==> config.mk <==
export PLATFORM = sky130hd
export DESIGN_NAME = micro_sequencer
export DESIGN_NICKNAME = d
export VERILOG_FILES = /design/src/rtl/useq_pkg.sv /design/src/rtl/useq_next_addr.sv /design/src/rtl/micro_sequencer.sv
export SDC_FILE = /design/constraint.sdc
export NUM_CORES = 1
export LEC_CHECK = 0
export CAP_MARGIN = 5
export CORE_ASPECT_RATIO = 0.6
export CORE_MARGIN = 2
export CORE_UTILIZATION = 47
export DETAILED_ROUTE_END_ITERATION = 7
export PLACE_DENSITY_LB_ADDON = 0.12
export SKIP_CTS_REPAIR_TIMING = 1
export SYNTH_ARGS = -nofsm -noshare
export SYNTH_HDL_FRONTEND = slang
export SYNTH_HIERARCHICAL = 1
export SYNTH_SLANG_ARGS = --single-unit
==> constraint.sdc <==
create_clock -name clk -period 3.2 [get_ports clk]
set_input_delay 0.48 -clock clk [delete_from_list [all_inputs] [get_ports clk]]
set_output_delay 0.48 -clock clk [all_outputs]
set_load 0.005 [all_outputs]
==> src/rtl/useq_pkg.sv <==
// Shared definitions for the microprogram sequencer: FSM state encoding,
// next-state select encodings and the default fetch-entry micro-state.
package useq_pkg;

  // Sequencer FSM states. FAULT is only reachable when USEQ_WATCHDOG_EN is defined.
  typedef enum logic [2:0] {
    IDLE  = 3'd0,
    RUN   = 3'd1,
    STALL = 3'd2,
    HALT  = 3'd3,
    FAULT = 3'd4
  } useq_state_e;

  // Next-state select field of the control word.
  localparam logic [1:0] NSSEL_DIRECT   = 2'b00;
  localparam logic [1:0] NSSEL_DISPATCH = 2'b01;
  localparam logic [1:0] NSSEL_SECOND   = 2'b10;
  localparam logic [1:0] NSSEL_COND     = 2'b11;

  // Default fetch-entry micro-state.
  localparam int unsigned ENTRY_ST_DEF = 0;

endpackage

==> src/rtl/useq_next_addr.sv <==
// Next micro-address mux. Pure combinational; the sequencer decides whether
// the result is actually loaded into the micro-state register.
module useq_next_addr
  import useq_pkg::*;
#(
  parameter int ST_W = 5
) (
  input  logic [1:0]      nssel,
  input  logic [ST_W-1:0] dbin,
  input  logic [ST_W-1:0] ibin,
  input  logic [ST_W-1:0] sbin,
  input  logic            zero,
  output logic [ST_W-1:0] nx
);

  // Select the branch target; COND replaces the LSB of dbin with the ALU zero flag.
  always_comb begin
    nx = dbin;
    case (nssel)
      NSSEL_DIRECT:   nx = dbin;
      NSSEL_DISPATCH: nx = ibin;
      NSSEL_SECOND:   nx = sbin;
      NSSEL_COND:     nx = {dbin[ST_W-1:1], zero};
      default:        nx = dbin;
    endcase
  end

endmodule

==> src/rtl/micro_sequencer.sv <==
// Microprogram sequencer: owns the micro-state register (control store address),
// advances it from the control word's next-state select, and wraps run/stall/halt
// sequencing around the memory handshake.
// Optional feature macro: USEQ_WATCHDOG_EN (stall watchdog and FAULT state).
//
// Handshake: when the control word asserts cw_wait, the sequencer advances only on
// a cycle where mem_ready is 1; mem_ready is sampled on the rising clk edge and a
// transfer completes on exactly that edge. cw_* must be held stable while stalled.
module micro_sequencer
  import useq_pkg::*;
#(
  parameter int              ST_W     = 5,
  parameter logic [ST_W-1:0] ENTRY_ST = ST_W'(ENTRY_ST_DEF),
  parameter int              CNT_W    = 16,
  parameter int              WD_LIMIT = 64
) (
  input  logic             clk,
  input  logic             rst,
  input  logic             start,
  input  logic [ST_W-1:0]  ibin,
  input  logic [ST_W-1:0]  sbin,
  input  logic             zero,
  input  logic [1:0]       cw_nssel,
  input  logic [ST_W-1:0]  cw_dbin,
  input  logic             cw_wait,
  input  logic             cw_halt,
  input  logic             mem_ready,
  output logic [ST_W-1:0]  ustate,
  output logic             cw_valid,
  output logic             busy,
  output logic             halted,
  output logic             fault,
  output logic [CNT_W-1:0] instr_cnt,
  output logic [2:0]       state_dbg
);

  localparam logic [2:0] S_IDLE  = IDLE;
  localparam logic [2:0] S_RUN   = RUN;
  localparam logic [2:0] S_STALL = STALL;
  localparam logic [2:0] S_HALT  = HALT;
  localparam logic [2:0] S_FAULT = FAULT;

  logic [2:0]      state;
  logic [2:0]      state_nx;
  logic [ST_W-1:0] nx;
  logic            restart;
  logic            advance;

`ifdef USEQ_WATCHDOG_EN
  localparam int WD_W = $clog2(WD_LIMIT + 1);
  logic [WD_W-1:0] wd_cnt;
  logic            wd_trip;
  assign wd_trip = (wd_cnt == WD_W'(WD_LIMIT - 1));
`endif

  useq_next_addr #(.ST_W(ST_W)) u_next_addr (
    .nssel (cw_nssel),
    .dbin  (cw_dbin),
    .ibin  (ibin),
    .sbin  (sbin),
    .zero  (zero),
    .nx    (nx)
  );

  // Next-state decode: start restarts from any state; in RUN halt beats wait beats advance.
  always_comb begin
    state_nx = state;
    restart  = 1'b0;
    advance  = 1'b0;
    case (state)
      S_IDLE: begin
        if (start) begin
          restart  = 1'b1;
          state_nx = S_RUN;
        end
      end
      S_RUN: begin
        if (start) begin
          restart  = 1'b1;
          state_nx = S_RUN;
        end else if (cw_halt) begin
          state_nx = S_HALT;
        end else if (cw_wait && !mem_ready) begin
          state_nx = S_STALL;
        end else begin
          advance  = 1'b1;
          state_nx = S_RUN;
        end
      end
      S_STALL: begin
        if (start) begin
          restart  = 1'b1;
          state_nx = S_RUN;
        end else if (mem_ready) begin
          advance  = 1'b1;
          state_nx = S_RUN;
        end
`ifdef USEQ_WATCHDOG_EN
        else if (wd_trip) begin
          state_nx = S_FAULT;
        end
`endif
      end
      S_HALT: begin
        if (start) begin
          restart  = 1'b1;
          state_nx = S_RUN;
        end
      end
`ifdef USEQ_WATCHDOG_EN
      S_FAULT: begin
        if (start) begin
          restart  = 1'b1;
          state_nx = S_RUN;
        end
      end
`endif
      default: state_nx = S_IDLE;
    endcase
  end

  // State, micro-address and retired-dispatch counter registers.
  always_ff @(posedge clk) begin
    if (rst) begin
      state     <= S_IDLE;
      ustate    <= ENTRY_ST;
      instr_cnt <= '0;
    end else begin
      state <= state_nx;
      if (restart) begin
        ustate <= ENTRY_ST;
      end else if (advance) begin
        ustate <= nx;
        if (cw_nssel == NSSEL_DISPATCH) begin
          instr_cnt <= instr_cnt + CNT_W'(1);
        end
      end
    end
  end

`ifdef USEQ_WATCHDOG_EN
  // Stall watchdog: cleared on entry to STALL, counts each cycle spent stalled.
  always_ff @(posedge clk) begin
    if (rst) begin
      wd_cnt <= '0;
    end else if (state != S_STALL) begin
      wd_cnt <= '0;
    end else if (!wd_trip) begin
      wd_cnt <= wd_cnt + WD_W'(1);
    end
  end
`endif

  assign busy      = (state == S_RUN) || (state == S_STALL);
  assign cw_valid  = busy;
  assign halted    = (state == S_HALT);
  assign fault     = (state == S_FAULT);
  assign state_dbg = state;

endmodule

# Word level (Yosys, flattened, before mapping)
# Index checks and enable logic that the tools add are counted.
[word_totals] regBits=24 output_inout_bits=28 word_cells=40
[op_classes] n_addsub=1 eq_ne=9 n_mux=16 bitwise_logic=1 n_reduce_logical=10
[ops] op="5-bit case mux with 4 select lines" count=1
[ops] op="16-bit by 1-bit adder with 16-bit output (second input constant)" count=1
[ops] op="3-bit two-way mux" count=3
[ops] op="3-bit case mux with 3 select lines" count=1
[ops] op="1-bit two-way mux" count=7
[ops] op="3-bit by 2-bit == test with 1-bit output (second input constant)" count=2
[ops] op="2-bit two-way mux" count=3
[ops] op="2-bit == test (second input constant)" count=2
[ops] op="2-bit OR reduction" count=2
[ops] op="4-bit OR reduction" count=1
[ops] op="3-bit by 1-bit == test with 1-bit output (second input constant)" count=1
[ops] op="3-bit == test (second input constant)" count=1
[ops] op="3-bit zero test" count=1
[ops] op="3-bit inequality test (second input constant)" count=1
[ops] op="3-bit AND reduction" count=1
[ops] op="2-bit by 1-bit == test with 1-bit output (second input constant)" count=1
[ops] op="2-bit zero test" count=1
[ops] op="2-bit by 1-bit inequality test with 1-bit output (second input constant)" count=1
[ops] op="1-bit case mux with 2 select lines" count=1
[ops] op="2-bit AND reduction" count=1
[ops] op="1-bit logical AND" count=1
[ops] op="1-bit zero test" count=1
[ops] op="1-bit logical OR" count=1
[ops] op="1-bit inverter" count=1

# Depth between registers and ports, before layout
# Gate-level depths: netlist of the first run.
[logic_depth] depth_word=7 ltp_mapped=8 mapped_depth_nobuf=6

# Cells and area by module
# Netlist of the first run, hierarchy kept.
[by_module_without_submodules] mod="micro_sequencer" instances=1 cells_each=133 area_each_um2=1209.9 seq_area_each_um2=460.4
[by_module_without_submodules] mod="useq_next_addr" instances=1 cells_each=15 area_each_um2=161.4 seq_area_each_um2=0.0

# Worst setup path before layout of the first run
# No wires, ideal clock.
[synth_timing] path_type="register to register" start="register state[0] (netlist: state_dbg[0])" end="register instr_cnt[15]" arrival_ns=1.922 t_required_ns=3.085 path_slack_ns=1.163 path_stages_with_launch=8 n_path_buf=1 path_cell_list="dfxtp_1 > inv_1 > ha_1 > nor4b_2 > o221ai_2 > clkbuf_1 > o31a_2 > o21ba_1"
[synth_via] elab_chain_len=5 elab_cells_between_ends=9
[synth_rtl] element="from (decl)" line_no="micro_sequencer.sv:43" text="logic [2:0] state;"
[synth_rtl] element="from (signal assigned)" line_no="micro_sequencer.sv:129" text="state <= state_nx;"
[synth_rtl] element="3-bit by 2-bit == test with 1-bit output (tied with other cells)" line_no="micro_sequencer.sv:70" text="case (state)"
[synth_rtl] element="4-bit OR reduction (no line)"
[synth_rtl] element="1-bit two-way mux"
[synth_rtl] element="1-bit inverter (no line)"
[synth_rtl] element="3-bit AND reduction (no line) *"
[synth_rtl] element="to (signal assigned)" line_no="micro_sequencer.sv:135" text="instr_cnt <= instr_cnt + CNT_W'(1);"
[synth_rtl] element="to (decl)" line_no="micro_sequencer.sv:33" text="output logic [CNT_W-1:0] instr_cnt,"
# Every way passes the cells marked *; elsewhere a longest branch is shown, timed or not.
# A chain may end at the register's enable or synchronous reset.

# Worst setup path in the final report of the first run
[layout_timing] start="register state[0] (netlist: state_dbg[0])" end="register instr_cnt[10]"
# The elaborated chain is that of the path after synthesis.

==> flow_summary.ini, run 1 <==
[setup_path]
end_kind = flip-flop
required_ns = 3.38
r2r-end = instr_cnt[10]
cp.arrival_ns = 2.70
cp_max_fo = 30
rrSetupSlack_ns = 0.68
start_kind = flip-flop
critical_path_class = flip-flop to flip-flop
r2r_cells = 6
rr_startpoint = state_dbg[0]

[power]
power_w = 0.000552
p_per_area_nw_per_um2 = 296
cellLeakagePower_nw = 0.699
ir_drop_v = 0.000213

[sta]
setup_violations = 0
rsz0062_at_grt = false
fin_ws_ns = 0.682
final_max_slew_viol_count = 0
max_slew_margin = 0.223
timing.final.crit_share = 0.787
max_freq_mhz = 397
finalClockSkew_ns = 0.00537
setup-tns-final_ns = 0
tightestPinTransition_ns = 1.16
post-route-min-period_ns = 2.52
hold_viol_final = 0
holdWs_ns = 0.507

[min_path]
hp-start = ustate[1]
hold_path_depth = 2
hold_end = ustate[1]
hp-class = flip-flop to flip-flop

[clock_tree]
clkLatencyLatePin_ns = 0.26
clockRootBuffer = clkbuf_8
clk_path_buf_depth = 2
cts_made_buffers = 3
clk_pin_slew_ns = 0.08
cts_max_level = 1
cts_tree = done
cts_sinks = 23

[synthesis]
ys_seq_area_frac = 0.336
avgSynthCellArea_um2 = 9.27
ys_warn_count = 6
synth_most_common_cell = dfxtp_1
synth_edf_count = 0
yosys-top-cells-count = dfxtp_1, mux2i_1, a21oi_1
synth.distinct_cells = 37
ys_async_sr_fraction = 0
synthTopCellsByArea = dfxtp_1, mux2i_1, a21oi_1
synth_largest_area_cell = dfxtp_1
synthCells = 148
synth_flop_cell = dfxtp_1
yosysTopAreaCellShare = 0.336
ys_ff_latch = 23
synth_area_um2 = 1370

[route]
drt_iter0_drc = 72
drc = 0
routedWlPerCell_um = 13.9
dr_total_vias = 1283
antenna_left = 0
drt_wl_total_mm = 3.14
drt_pass1_iterations = 4
vias_per_cell = 5.68

[layout]
fin_util = 0.663
num_antenna_cells = 0
drive_above_1_share = 0.0677
nets = 221
area_delta_synth_final_pct = 36.0

[global_routing]
grt_antenna_before_repair = 0
grt_usage = 0.188
grt_pass1_wl_mm = 4.84
grt_max_degree = 31
grt_pass1_vias = 1077
grt-ovfl-total = 0

[die]
fp-row-count = 15
io_pins = 52
die_h_um = 45.8
die_x_um = 73.7
die_area_um2 = 3380
initial_core_util = 0.487
core_um2 = 2820

[run]
max_cap_violations = 0

[placed_design]
dp_hpwl_mm = 2.36
routabilityCongestion = 0.793
place_ws_ns = 0.561
io_buffers = 49

[status]
run_status = finished clean
==> layout make-up <==
type / instances / area, µm²
fillers: 242 / 950
multi-input cells: 108 / 790
repair buffers: 51 / 505
flip-flops and latches: 23 / 460
clock buffers: 4 / 45.0
well taps: 34 / 42.5
inverters: 6 / 22.5
==> worst max-delay path, stage by stage, from the launching register on <==
cell and delay, ns:
dfxtp_1 0.40, inv_1 0.07, ha_1 0.37, nor4b_2 0.31, o221ai_2 0.47, or4_1 0.66, a21oi_1 0.15
==> cell families (layout without fill, tap and decap cells) <==
| family | count (synthesis) | count (layout) | share of synthesized area |
|---|---|---|---|
| AND/OR/NAND/NOR | 47 | 47 | 0.214 |
| adder cells (fa/ha/maj) | 4 | 4 | 0.0365 |
| XOR/XNOR | 1 | 1 | 0.00639 |
| multiplexers | 19 | 19 | 0.148 |
| flip-flops | 23 | 23 | 0.336 |
| buffers and inverters | 18 | 61 | 0.0912 |
| other | 1 | 2 | 0.00273 |
| AO/OA/AOI/OAI | 35 | 35 | 0.165 |
==> how the worst max path moves through the flow <==
| stage | from | to | slack [ns] |
|---|---|---|---|
| finish | state_dbg[0] | instr_cnt[10] | 0.68 |
| global route | state_dbg[0] | instr_cnt[11] | 0.48 |
| CTS | state_dbg[0] | instr_cnt[10] | 0.69 |
| detailed placement | start | instr_cnt[14] | 0.56 |
| global placement | start | instr_cnt[14] | 0.65 |
| floorplan | state_dbg[0] | instr_cnt[15] | 1.16 |
==> state kept, by name, summed over array words and instances (netlist names) <==
register   cells
state_dbg      2
ustate         5
instr_cnt     16
==> where the power goes <==
part	internal [W]	switching, W
combinational	0.0000517	0.0000333
sequential	0.000288	0.00000202
clock	0.0000888	0.0000889
total	0.000428	0.000124
==> layout by cell type (no fill, tap or decap) <==
| cell type | instances |
|---|---|
| a21oi_1 | 16 |
| and2_1 | 1 |
| and4_1 | 1 |
| and4_4 | 1 |
| buf_4 | 2 |
| clkbuf_1 | 1 |
| clkbuf_8 | 3 |
| clkdlybuf4s50_1 | 49 |
| conb_1 | 2 |
| dfxtp_1 | 23 |
| ha_1 | 4 |
| inv_1 | 6 |
| mux2i_1 | 18 |
| mux4_2 | 1 |
| nand2_1 | 6 |
| nand2b_1 | 1 |
| nand3_1 | 6 |
| nand4_1 | 2 |
| nand4_2 | 1 |
| nor2_1 | 9 |
| nor2b_1 | 2 |
| nor3b_2 | 1 |
| nor4_1 | 1 |
| nor4b_2 | 1 |
| o211ai_1 | 1 |
| o21ai_0 | 3 |
| o21ai_1 | 1 |
| o21ba_1 | 1 |
| o221ai_1 | 1 |
| o221ai_2 | 1 |
| o31a_2 | 1 |
| o31ai_1 | 10 |
| or2_2 | 1 |
| or3_1 | 2 |
| or4_1 | 10 |
| or4b_1 | 1 |
| xor2_1 | 1 |
==> per-layer routing <==
layer  global-route usage  up-vias  part of all wire
met2                0.298       40              0.47
met4               0.0400        0            0.0051
li1                     -      639                 -
met1                0.260      602              0.48
met3               0.0465        2             0.048
met5                    0        -                 0
==> metrics by stage <==
step           area (µm²)  std cells
3_5_place_dp         1820        222
5_1_grt              1870        226
4_1_cts              1870        226
2_1_floorplan        1380        149
3_3_place_gp         1820        222
6_report             1870        226
Power figures use the tool's default switching activity.
==> run 2, diff against run 1 <==
Settings changed: CORE_UTILIZATION 47 to 39.
Clock period 3.2 ns to 2.1 ns, I/O delays scaled along.
==> run 2 against run 1 <==
Against the previous run:
- clock power up 54%
- sequential share of layout area decreased by 2.4 points
- global-route usage fell by 1.7 points
- hold slack worse by 0.0058 ns
- register-to-register slack got worse by 0.64 ns
- final cell count is 10% higher
- largest cell class unchanged
- highest routed layer unchanged
==> flow_summary.ini, run 2 (same netlist as run 1, synthesis figures left out) <==
[setup_path]
cp_max_fo = 14
required_ns = 2.30
cp.arrival_ns = 2.25
end_kind = flip-flop
start_kind = flip-flop
critical_path_class = flip-flop to flip-flop
rr_startpoint = state_dbg[1]
crit_start = state_dbg[1]

[route]
routedWlPerCell_um = 14.3
antenna_left = 0
drt_wl_total_mm = 3.56
vias_per_cell = 5.26
drt_pass1_iterations = 4
dr_total_vias = 1309
drc = 0
drt_iter0_drc = 43

[placed_design]
routabilityCongestion = 0.758
dpl_cell_area_um2 = 1910
place_inst = 241
io_buffers = 49
dp_hpwl_mm = 2.60

[power]
ir_drop_v = 0.000334
p_per_area_nw_per_um2 = 419
cellLeakagePower_nw = 0.795
power_w = 0.000871

[sta]
holdWs_ns = 0.502
setup-tns-final_ns = 0
hold_viol_final = 0
post-route-min-period_ns = 2.06
max_freq_mhz = 486
setup_violations = 0
final_max_slew_viol_count = 0
timing.final.crit_share = 0.979
finalClockSkew_ns = 0.00582

[layout]
nets = 233
finalNonFillerCells = 249
layout_common_cells = clkdlybuf4s50_1, dfxtp_1, mux2i_1
drive_above_1_share = 0.172
num_antenna_cells = 0
largest-register = instr_cnt
fin_area_um2 = 2080
area_delta_synth_final_pct = 51.6
final_common_cell = clkdlybuf4s50_1
largest_reg_flops = 16

[global_routing]
grt_max_degree = 29
grt_pass1_wl_mm = 5.36
grt_pass1_vias = 1166
grt_use_met3 = 0.0366
grt-ovfl-total = 0
grt_antenna_before_repair = 0
grt_usage = 0.170
met2_usage = 0.281
busiest_layer = met2
use_met1 = 0.231

[clock_tree]
clk_pin_slew_ns = 0.08
cts_max_level = 1
cts_tree = done
cts_made_buffers = 3
cts_sinks = 23
clockRootBuffer = clkbuf_8
clk_path_buf_depth = 2
clkLatencyLatePin_ns = 0.26

[min_path]
hp-start = instr_cnt[14]
hp-class = flip-flop to flip-flop

[run]
max_cap_violations = 0

[die]
die_x_um = 80.6
io_pins = 52
fp-row-count = 16
die_area_um2 = 4020
initial_core_util = 0.415
core_um2 = 3300
die_h_um = 49.9

[status]
run_status = finished clean
-- run 2: area by class of cell --
cell class / count / area (µm²)
Fill cell: 277 / 1220
Multi-Input combinational cell: 108 / 848
Timing Repair Buffer: 63 / 643
Sequential cell: 23 / 463
Tap cell: 45 / 56.3
Clock buffer: 4 / 45.0
Inverter: 6 / 22.5
-- run 2: final timing paths --
path	to	slack [ns]	cells past startpoint
max	instr_cnt[2]	0.04	9
min	instr_cnt[14]	0.50	2
max reg2reg	instr_cnt[2]	0.04	9
min reg2reg	instr_cnt[14]	0.50	2
-- run 2: stage by stage --
step,utilization,setup slack [ns]
2_1_floorplan,-,0.0632
3_3_place_gp,0.577,0.0120
3_5_place_dp,0.577,-0.0554
4_1_cts,0.591,0.0170
5_1_grt,0.629,-0.0482
6_report,0.629,0.0436
-- run 2: routing by layer --
layer  vias up  routed length, µm
met4         0                 21
met1       608               1660
met5         -                  0
met2        40               1680
met3         2                194
li1        659                  -
-- run 2: power breakdown --
| part | switching [W] | internal, W |
|---|---|---|
| combinational | 0.0000610 | 0.0000945 |
| sequential | 0.00000203 | 0.000439 |
| clock | 0.000139 | 0.000135 |
| total | 0.000202 | 0.000669 |
-- run 2: worst max-delay path, cell delays in order, from the launching register on --
cell and delay, ns:
dfxtp_2 0.34, buf_4 0.14, inv_1 0.05, ha_2 0.18, nor3b_4 0.24, o221ai_4 0.16
buf_4 0.18, clkbuf_16 0.16, or3_1 0.36, a21oi_1 0.17
